===== config.mk =====
export PLATFORM = sky130hd
export DESIGN_NAME = mudi_iter_flat
export DESIGN_NICKNAME = d
export VERILOG_FILES = /design/src/rtl/mudi_pkg.sv /design/src/rtl/mudi_iter_if.sv /design/src/rtl/div_iter_core.sv /design/src/rtl/mudi_iter.sv /design/src/flat_wrapper.sv
export SDC_FILE = /design/constraint.sdc
export NUM_CORES = 2
export LEC_CHECK = 0
export CAP_MARGIN = 10
export CORE_MARGIN = 2
export CORE_UTILIZATION = 50
export DETAILED_ROUTE_END_ITERATION = 6
export PLACE_DENSITY = 0.78
export SLEW_MARGIN = 25
export SYNTH_ARGS = -nofsm -noshare
export SYNTH_HDL_FRONTEND = slang
export SYNTH_SLANG_ARGS = --single-unit

===== constraint.sdc =====
create_clock -name clk -period 4 [get_ports clk]
set_clock_uncertainty 0.1 [all_clocks]
set_input_delay 0.8 -clock clk [delete_from_list [all_inputs] [get_ports clk]]
set_output_delay 0.8 -clock clk [all_outputs]
set_load 0.01 [all_outputs]

===== src/rtl/mudi_pkg.sv =====
// Shared definitions for the iterative multiply/divide unit.
// Op codes and FSM states used by the unit and its bench.
package mudi_pkg;

   localparam int OP_W = 3;

   localparam logic [OP_W-1:0] MD_MULT  = 3'd0;
   localparam logic [OP_W-1:0] MD_MULTU = 3'd1;
   localparam logic [OP_W-1:0] MD_DIV   = 3'd2;
   localparam logic [OP_W-1:0] MD_DIVU  = 3'd3;
   localparam logic [OP_W-1:0] MD_MTHI  = 3'd4;
   localparam logic [OP_W-1:0] MD_MTLO  = 3'd5;

   typedef enum logic [2:0] {
      IDLE,
      MUL,
      DIV,
      FIX,
      ZERO
   } state_e;

endpackage


===== src/rtl/mudi_iter_if.sv =====
// E-stage request/response bundle between the pipeline and mudi_iter.
// master drives operands; slave returns busy/done/dz and HI/LO.
interface mudi_iter_if
   import mudi_pkg::*;
#(
   parameter int WIDTH = 32
) ();

   logic             start;
   logic [OP_W-1:0]  op;
   logic             req;
   logic [WIDTH-1:0] a;
   logic [WIDTH-1:0] b;
   logic             busy;
   logic             done;
   logic             dz;
   logic [WIDTH-1:0] hi;
   logic [WIDTH-1:0] lo;

   modport master (
      output start, op, req, a, b,
      input  busy, done, dz, hi, lo
   );

   modport slave (
      input  start, op, req, a, b,
      output busy, done, dz, hi, lo
   );

endinterface


===== src/rtl/div_iter_core.sv =====
// Restoring divider datapath: one unsigned quotient bit per step, MSB first.
// Sequencing comes from the owning FSM via load_i/step_i.
module div_iter_core #(
   parameter int WIDTH = 32
) (
   input  logic             clk,
   input  logic             rst,
   input  logic             load_i,
   input  logic             step_i,
   input  logic [WIDTH-1:0] dividend_i,
   input  logic [WIDTH-1:0] divisor_i,
   output logic [WIDTH-1:0] quo_o,
   output logic [WIDTH-1:0] rem_o,
   output logic             last_o
);

   localparam int CW = $clog2(WIDTH + 1);

   logic [WIDTH-1:0] rem_q, rem_d;
   logic [WIDTH-1:0] quo_q, quo_d;
   logic [WIDTH-1:0] dvs_q, dvs_d;
   logic [CW-1:0]    cnt_q, cnt_d;

   logic [WIDTH:0]   shf;
   logic [WIDTH+1:0] sub;

   // Extra top bit on the difference is the borrow (restore) flag.
   assign shf = {rem_q, quo_q[WIDTH-1]};
   assign sub = {1'b0, shf} - {2'b00, dvs_q};

   always_comb begin
      rem_d = rem_q;
      quo_d = quo_q;
      dvs_d = dvs_q;
      cnt_d = cnt_q;
      if (load_i) begin
         rem_d = '0;
         quo_d = dividend_i;
         dvs_d = divisor_i;
         cnt_d = CW'(WIDTH);
      end else if (step_i) begin
         cnt_d = cnt_q - 1'b1;
         if (sub[WIDTH+1]) begin
            rem_d = shf[WIDTH-1:0];
            quo_d = {quo_q[WIDTH-2:0], 1'b0};
         end else begin
            rem_d = sub[WIDTH-1:0];
            quo_d = {quo_q[WIDTH-2:0], 1'b1};
         end
      end
   end

   always_ff @(posedge clk or negedge rst) begin
      if (!rst) begin
         rem_q <= '0;
         quo_q <= '0;
         dvs_q <= '0;
         cnt_q <= '0;
      end else begin
         rem_q <= rem_d;
         quo_q <= quo_d;
         dvs_q <= dvs_d;
         cnt_q <= cnt_d;
      end
   end

   assign quo_o  = quo_q;
   assign rem_o  = rem_q;
   assign last_o = (cnt_q == CW'(1));

endmodule


===== src/rtl/mudi_iter.sv =====
// E-stage multiply/divide unit: fixed-latency multiply, iterative divide.
// HI/LO only ever change on a commit or an MTHI/MTLO.
module mudi_iter
   import mudi_pkg::*;
#(
   parameter int WIDTH   = 32,
   parameter int MUL_LAT = 5
) (
   input  logic        clk,
   input  logic        rst,
   mudi_iter_if.slave  bus
);

   localparam int MCW = (MUL_LAT > 1) ? $clog2(MUL_LAT) : 1;

   state_e             state_q, state_d;
   logic [MCW-1:0]     mcnt_q, mcnt_d;
   logic [2*WIDTH-1:0] prod_q, prod_d;
   logic [WIDTH-1:0]   hi_q, hi_d;
   logic [WIDTH-1:0]   lo_q, lo_d;
   logic               qneg_q, qneg_d;
   logic               rneg_q, rneg_d;
   logic               busy_q, busy_d;
   logic               done_q, done_d;
   logic               dz_q, dz_d;

   logic               accept;
   logic               is_mul, is_div, b_zero;
   logic               smul, sdiv;
   logic [2*WIDTH-1:0] mul_a, mul_b;
   logic [WIDTH-1:0]   abs_a, abs_b;
   logic               load, step, last;
   logic [WIDTH-1:0]   quo, rem;

   assign accept = bus.start && !bus.req && (state_q == IDLE);
   assign is_mul = (bus.op == MD_MULT) || (bus.op == MD_MULTU);
   assign is_div = (bus.op == MD_DIV) || (bus.op == MD_DIVU);
   assign b_zero = (bus.b == '0);
   assign smul   = (bus.op == MD_MULT);
   assign sdiv   = (bus.op == MD_DIV);

   // Sign-extend only for the signed multiply; low 2W bits are exact.
   assign mul_a = {{WIDTH{smul & bus.a[WIDTH-1]}}, bus.a};
   assign mul_b = {{WIDTH{smul & bus.b[WIDTH-1]}}, bus.b};

   assign abs_a = (sdiv && bus.a[WIDTH-1]) ? -bus.a : bus.a;
   assign abs_b = (sdiv && bus.b[WIDTH-1]) ? -bus.b : bus.b;

   div_iter_core #(
      .WIDTH(WIDTH)
   ) u_div (
      .clk       (clk),
      .rst       (rst),
      .load_i    (load),
      .step_i    (step),
      .dividend_i(abs_a),
      .divisor_i (abs_b),
      .quo_o     (quo),
      .rem_o     (rem),
      .last_o    (last)
   );

   always_comb begin
      state_d = state_q;
      mcnt_d  = mcnt_q;
      prod_d  = prod_q;
      hi_d    = hi_q;
      lo_d    = lo_q;
      qneg_d  = qneg_q;
      rneg_d  = rneg_q;
      done_d  = 1'b0;
      dz_d    = 1'b0;
      load    = 1'b0;
      step    = 1'b0;
      unique case (state_q)
         IDLE: begin
            if (accept) begin
               unique case (1'b1)
                  is_mul: begin
                     prod_d  = mul_a * mul_b;
                     mcnt_d  = MCW'(MUL_LAT - 1);
                     state_d = MUL;
                  end
                  (is_div && b_zero): begin
                     dz_d    = 1'b1;
                     state_d = ZERO;
                  end
                  (is_div && !b_zero): begin
                     load    = 1'b1;
                     qneg_d  = sdiv & (bus.a[WIDTH-1] ^ bus.b[WIDTH-1]);
                     rneg_d  = sdiv & bus.a[WIDTH-1];
                     state_d = DIV;
                  end
                  (bus.op == MD_MTHI): hi_d = bus.a;
                  (bus.op == MD_MTLO): lo_d = bus.a;
                  default: ;
               endcase
            end
         end
         MUL: begin
            if (mcnt_q == '0) begin
               {hi_d, lo_d} = prod_q;
               done_d       = 1'b1;
               state_d      = IDLE;
            end else begin
               mcnt_d = mcnt_q - 1'b1;
            end
         end
         DIV: begin
            step = 1'b1;
            if (last) state_d = FIX;
         end
         FIX: begin
            lo_d    = qneg_q ? -quo : quo;
            hi_d    = rneg_q ? -rem : rem;
            done_d  = 1'b1;
            state_d = IDLE;
         end
         ZERO:    state_d = IDLE;
         default: state_d = IDLE;
      endcase
   end

   assign busy_d = (state_d != IDLE);

   always_ff @(posedge clk or negedge rst) begin
      if (!rst) begin
         state_q <= IDLE;
         mcnt_q  <= '0;
         prod_q  <= '0;
         hi_q    <= '0;
         lo_q    <= '0;
         qneg_q  <= 1'b0;
         rneg_q  <= 1'b0;
         busy_q  <= 1'b0;
         done_q  <= 1'b0;
         dz_q    <= 1'b0;
      end else begin
         state_q <= state_d;
         mcnt_q  <= mcnt_d;
         prod_q  <= prod_d;
         hi_q    <= hi_d;
         lo_q    <= lo_d;
         qneg_q  <= qneg_d;
         rneg_q  <= rneg_d;
         busy_q  <= busy_d;
         done_q  <= done_d;
         dz_q    <= dz_d;
      end
   end

   assign bus.busy = busy_q;
   assign bus.done = done_q;
   assign bus.dz   = dz_q;
   assign bus.hi   = hi_q;
   assign bus.lo   = lo_q;

   // The hazard unit must hold issue while busy.
   a_no_start_busy: assert property (
      @(posedge clk) disable iff (!rst)
      !(bus.start && (state_q != IDLE))
   );

endmodule


===== src/flat_wrapper.sv =====
// flat-port wrapper written by rule: the top's interface ports become plain ports
module mudi_iter_flat import mudi_pkg::*;
#(
   parameter int WIDTH   = 32,
   parameter int MUL_LAT = 5
)
  (clk, rst, bus_start, bus_op, bus_req, bus_a, bus_b, bus_busy, bus_done, bus_dz, bus_hi, bus_lo);
  mudi_iter_if #(.WIDTH(WIDTH)) bus_i ();
  input  logic clk;
  input  logic rst;
  input wire logic [$bits(bus_i.start)-1:0] bus_start;
  input wire logic [$bits(bus_i.op)-1:0] bus_op;
  input wire logic [$bits(bus_i.req)-1:0] bus_req;
  input wire logic [$bits(bus_i.a)-1:0] bus_a;
  input wire logic [$bits(bus_i.b)-1:0] bus_b;
  output wire logic [$bits(bus_i.busy)-1:0] bus_busy;
  output wire logic [$bits(bus_i.done)-1:0] bus_done;
  output wire logic [$bits(bus_i.dz)-1:0] bus_dz;
  output wire logic [$bits(bus_i.hi)-1:0] bus_hi;
  output wire logic [$bits(bus_i.lo)-1:0] bus_lo;
  assign bus_i.start = bus_start;
  assign bus_i.op = bus_op;
  assign bus_i.req = bus_req;
  assign bus_i.a = bus_a;
  assign bus_i.b = bus_b;
  assign bus_busy = bus_i.busy;
  assign bus_done = bus_i.done;
  assign bus_dz = bus_i.dz;
  assign bus_hi = bus_i.hi;
  assign bus_lo = bus_i.lo;
  mudi_iter #(.WIDTH(WIDTH), .MUL_LAT(MUL_LAT)) u_core (.clk(clk), .rst(rst), .bus(bus_i));
endmodule

=== Word-level counts from Yosys, hierarchy flattened ===
Cells that the tools add are included.
W data, S select, Z words.

* Register bits after elaboration: 241
* Input port bits: 71
* Output and inout bits: 67
* Word-level logic and storage cells: 103

* $add $sub $neg: 7
* Multipliers: 1
* Eq/ne operators: 15
* Mux-type cells: 38
* Bitwise gates (word level): 5
* Reduce and logical (&&, ||, !) cells: 23

{| class="wikitable"
|+ Operator list
! cell !! number
|-
| $mux W32 || 15
|-
| $pmux W32 S3 || 2
|-
| $neg A32 Y32 || 4
|-
| $mul A33 B33 Y64 || 1
|-
| $sub A33 B32 Y34 || 1
|-
| $logic_not A32 Y1 || 1
|-
| $mux W3 || 6
|-
| $pmux W3 S3 || 2
|-
| $eq A3 B2 Y1 const B || 4
|-
| $mux W6 || 2
|-
| $reduce_and A4 Y1 || 3
|-
| $logic_not A3 Y1 || 3
|-
| $mux W1 || 9
|-
| $eq A3 B1 Y1 const B || 2
|-
| $eq A3 B3 Y1 const B || 2
|-
| $eq A6 B1 Y1 const B || 1
|-
| $logic_and A1 B1 Y1 || 6
|-
| $ne A2 B1 Y1 const B || 3
|-
| $ne A2 B2 Y1 const B || 3
|-
| $pmux W3 S2 || 1
|-
| $reduce_and A3 Y1 || 2
|-
| $reduce_bool A3 Y1 || 2
|-
| $sub A6 B1 Y6 const B || 1
|-
| $and A1 B1 Y1 || 4
|-
| other kinds (6) || 9
|}

=== Longest topological paths before layout ===
* Depth after elaboration: 7
* Gate-level depth with buffers: 31
* Mapped depth without buffers: 29

=== By module ===
From an unflattened synthesis, not the netlist that was laid out.

* Cell total of the unflattened synthesis: 5989
* Area total of the unflattened synthesis: 52806.9 sq um

{| class="wikitable"
|+ By module, submodules not included
! module !! times used !! cells an instance !! area an instance (sq um) !! sequential area each (sq um)
|-
| mudi_iter || 1 || 5284 || 46532.1 || 3478.3
|-
| div_iter_core || 1 || 705 || 6274.8 || 2552.4
|}

=== Worst setup path before layout ===
OpenSTA, ideal clock, no wires.

* Path kind: input-to-reg
* Start: input bus_op[1]
* End: register u_core.prod_q[62]
* Setup time: 133 ps
* Arrival time: 8315 ps
* Required time: 3767 ps
* Setup slack: -4548 ps
* Stages: 25
* Path buffers: 3
* Cells stage by stage: nor3_1 clkbuf_1 clkbuf_1 and3_1 fa_1 fa_1 fa_1 inv_1 fa_1 inv_1 fa_1 fa_1 inv_1 fa_1 fa_1 inv_1 ha_1 clkbuf_1 a21o_1 a21o_1 a21oi_1 o21ai_0 a221oi_1 xor2_1 o21ai_0

* Cells in the longest elaborated chain, start to end: 3
* Elaborated cells on any way between the ends: 7
* Classes of those cells: mul (1); eq/ne (1); bitwise (2); reduce/logical (3)

{| class="wikitable"
|+ Ends and longest elaborated chain
! element !! RTL line !! RTL
|-
| start: declaration || flat_wrapper.sv:12 || <nowiki>input wire logic [$bits(bus_i.op)-1:0] bus_op;</nowiki>
|-
| $logic_not A3 Y1 or $eq A3 B1 Y1 (tied branches) || mudi_iter.sv:36, mudi_iter.sv:39 ||
|-
| $and A1 B1 Y1 (tied with other cells) || mudi_iter.sv:43 || <nowiki>assign mul_a = {{WIDTH{smul & bus.a[WIDTH-1]}}, bus.a};</nowiki>
|-
| $mul A33 B33 Y64 or $reduce_and A3 Y1 (tied branches) || -- ||
|-
| end signal: assignment || mudi_iter.sv:141 || <nowiki>prod_q <= prod_d;</nowiki>
|-
| end: declaration || mudi_iter.sv:18 || <nowiki>logic [2*WIDTH-1:0] prod_q, prod_d;</nowiki>
|}

Several ways; a longest one is shown, not always the timed one.
A chain may end at the register's enable or synchronous reset.

=== Worst setup path in the final report ===
* Start: input bus_op[0]
* End: register u_core.prod_q[62]

The elaborated chain is that of the path after synthesis.

==> qor.yml <==
vias: 45500
critPathCaptureType: "register"
track_usage_pct: 34.0
slew_viol_final: 0
setup_slack_ps: -3780
rsz0062_at_grt: "yes"
grt_max_degree: 88
hold_viol_final: 0
yosysTopAreaCellShare_pct: 43.2
die_y_um: 327
route.detailed.drc: 7
synth.distinct_cells: 75
synth_top_area_cell: "fa_1"
ys_top_cells_by_area: "fa_1 43%, dfrtp_1 12%, inv_1 8.5%, nand2_1 7.1%, ha_1 6.1%"
arrival_ps: 8110
grt_pass1_wl_mm: 278
max_freq_ghz: 0.129
syn_nets: 7304
ys_seq_elements: 241
drt.antenna.violating_nets: 0
rr_endpoint: "u_core.u_div.rem_o[16]$_DFFE_PN0P_"
synth.most_common_cell: "inv_1"
htreeDepth: 1
initial_core_util_pct: 50.4
setup_viol: 166
hold_ws_ps: 142
cp.buffers_inverters: 7
clock_sinks: 241
slowest_delay_ps: 610
critPathRequiredTime_ps: 4330
gr-total-overflow: 0
io_buffer_count: 137
root_buffer: "clkbuf_16"
syn_area_per_cell_um2: 8.92
row_count: 118
grt_pass1_vias: 49000
netlist_top_cells_count: "1188 x inv_1, 1126 x fa_1, 988 x nand2_1"
drive_gt1_share_pct: 22.9
yosys_most_used_dff: "dfrtp_1"
synth-async-reset-ratio_pct: 100
pin_count: 138
ctsLongestPathBuffers: 3
cts_buffers: 24
synth_edf_count: 0
min_period_over_period_pct: 195
nNetsFinal: 7945
gp_congestion: 0.949
vias_per_cell: 5.75
antenna_found_initial: 19
syn_inst: 5854
cts_tree: "done"
final.min_clock_period_ps: 7780
wirelength_mm: 182
slew-limit-headroom_pct: 20.8
reg2reg_depth: 12
cp-start-kind: "primary input"
clkTransAtPathRegs_ps: 70
cp_max_fo: 4
status: "finished, violations left"
hpwl_mm: 133
hp-class: "primary input to async pin"
violations: "DRC, setup timing"
worst_slew_pin_slew_ps: 1190
design.die.area_um2: 107000
cp_slowest_cell: "fa_2"
ys_seq_area_share_pct: 11.6
synth_warnings: 0
dr.pass1.iters: 7
area_growth_pct: 26.9
worstSetupPathType: "primary input to register"
critical_path.most_common_cell: "fa_1"
cap_viol_max_count: 0
rrSetupSlack_ps: 140
syn_area_um2: 52200
crit_family: "adder cells"
setup_tns_ps: -269500
coreArea_um2: 103000
worst_skew_pair.late_latency_ps: 560
wl_per_cell_um: 23.0
drt_iter0_drc: 4468
reg2reg_from: "u_core.u_div.rem_o[2]$_DFFE_PN0P_"
die_w_um: 327
-- layout make-up --
type / count / area, um2
clock inverter: 7 / 164
tap: 1380 / 1730
fill: 7608 / 37300
sequential: 241 / 6040
clock buffer: 35 / 693
inverter: 1189 / 4500
timing repair buffer: 984 / 10100
antenna: 15 / 37.5
multi-input combinational: 4055 / 43000
-- sequential cells by signal, summed over array words and instances, names as in the netlist, 3 cells and up --
signal,count
u_core.prod_q,64
u_core.bus.hi,32
u_core.bus.lo,32
u_core.u_div.dvs_q,32
u_core.u_div.quo_o,32
u_core.u_div.rem_o,32
u_core.u_div.cnt_q,6
u_core.mcnt_q,3
u_core.state_q,3
-- per-stage QoR --
step                worst slack [ps]  cell area [um2]  util (%)  instances
floorplan                      -3930            54400         -       5854
global placement               -4760            60200      58.2       7607
detailed placement             -4880            60200      58.2       7607
CTS                            -3740            65200      63.0       7852
global route                   -3980            66200      64.0       7902
finish                         -3780            66200      64.0       7906
-- worst register-to-register path, stage by stage (launching register included) --
cell       delay [ps]
dfrtp_1           490
ha_1              410
o21a_1            140
o31a_1            190
o2111ai_1         220
a211o_1           390
a21o_1            210
a21bo_2           230
a211oi_1          290
nand2b_2          420
buf_12            270
mux2i_1           290
o21ai_1            80
-- worst max path at each step --
| stage | startpoint | endpoint | slack (ps) | cells after the start |
|---|---|---|---|---|
| 4_1_cts | bus_op[1] | u_core.prod_q[62]$_DFFE_PN0P_ | -3740 | 28 |
| 2_1_floorplan | bus_op[2] | u_core.prod_q[62]$_DFFE_PN0P_ | -3930 | 25 |
| 3_5_place_dp | bus_op[0] | u_core.prod_q[63]$_DFFE_PN0P_ | -4880 | 30 |
| 6_report | bus_op[0] | u_core.prod_q[62]$_DFFE_PN0P_ | -3780 | 29 |
| 3_3_place_gp | bus_op[0] | u_core.prod_q[60]$_DFFE_PN0P_ | -4760 | 33 |
| 5_1_grt | bus_op[0] | u_core.prod_q[61]$_DFFE_PN0P_ | -3980 | 32 |
-- timing repair --
item                       CTS  global route
cloned                      35             2
setup buffers              174            51
gates resized for setup    644           227
setup endpoints to repair  166           167
pin swaps                  277           205
hold buffers                 0             0
-- kinds of logic after synthesis --
group	share of synthesized area (%)
AOI/OAI and AO/OA	8.66
xor gates and xnor gates	3.76
adders and majority gates	49.2
buffers and inverters	11.3
DFF	11.6
muxes	0.800
and+or+nand+nor	14.7
-- placed cells by master, fill, tap and decap left out, types with 17 or more instances in the layout --
master / count
o21ai_1: 114
o21ai_2: 30
inv_2: 63
nand2b_1: 18
a21oi_1: 101
nand2_2: 39
nor2_1: 154
ha_1: 171
buf_6: 117
clkdlybuf4s50_1: 69
and2_1: 299
inv_1: 1116
buf_2: 27
buf_4: 606
and2_4: 35
ha_4: 79
fa_2: 79
a21oi_2: 31
xor2_1: 124
buf_12: 94
a21o_1: 53
buf_8: 22
mux2i_1: 35
buf_16: 19
o21ai_0: 132
nand3_1: 17
clkbuf_16: 27
and3_1: 22
fa_1: 1047
nand2_1: 934
a211oi_1: 54
dfrtp_1: 239
xnor2_1: 85
o41ai_1: 19
o31ai_1: 28
-- routing by layer --
metal / part of all wire, % / routed length [um] / vias to the layer above / GRT usage [%]
li1: - / - / 19000 / -
met1: 34 / 61700 / 23000 / 39.9
met2: 47 / 85600 / 2602 / 55.3
met3: 8.7 / 15900 / 912 / 6.41
met4: 10 / 18600 / 10 / 26.5
met5: 0.052 / 95 / - / 0
Power is not shown: default switching activity piles up to over one toggle a cycle in this logic, so the estimate is an artifact.
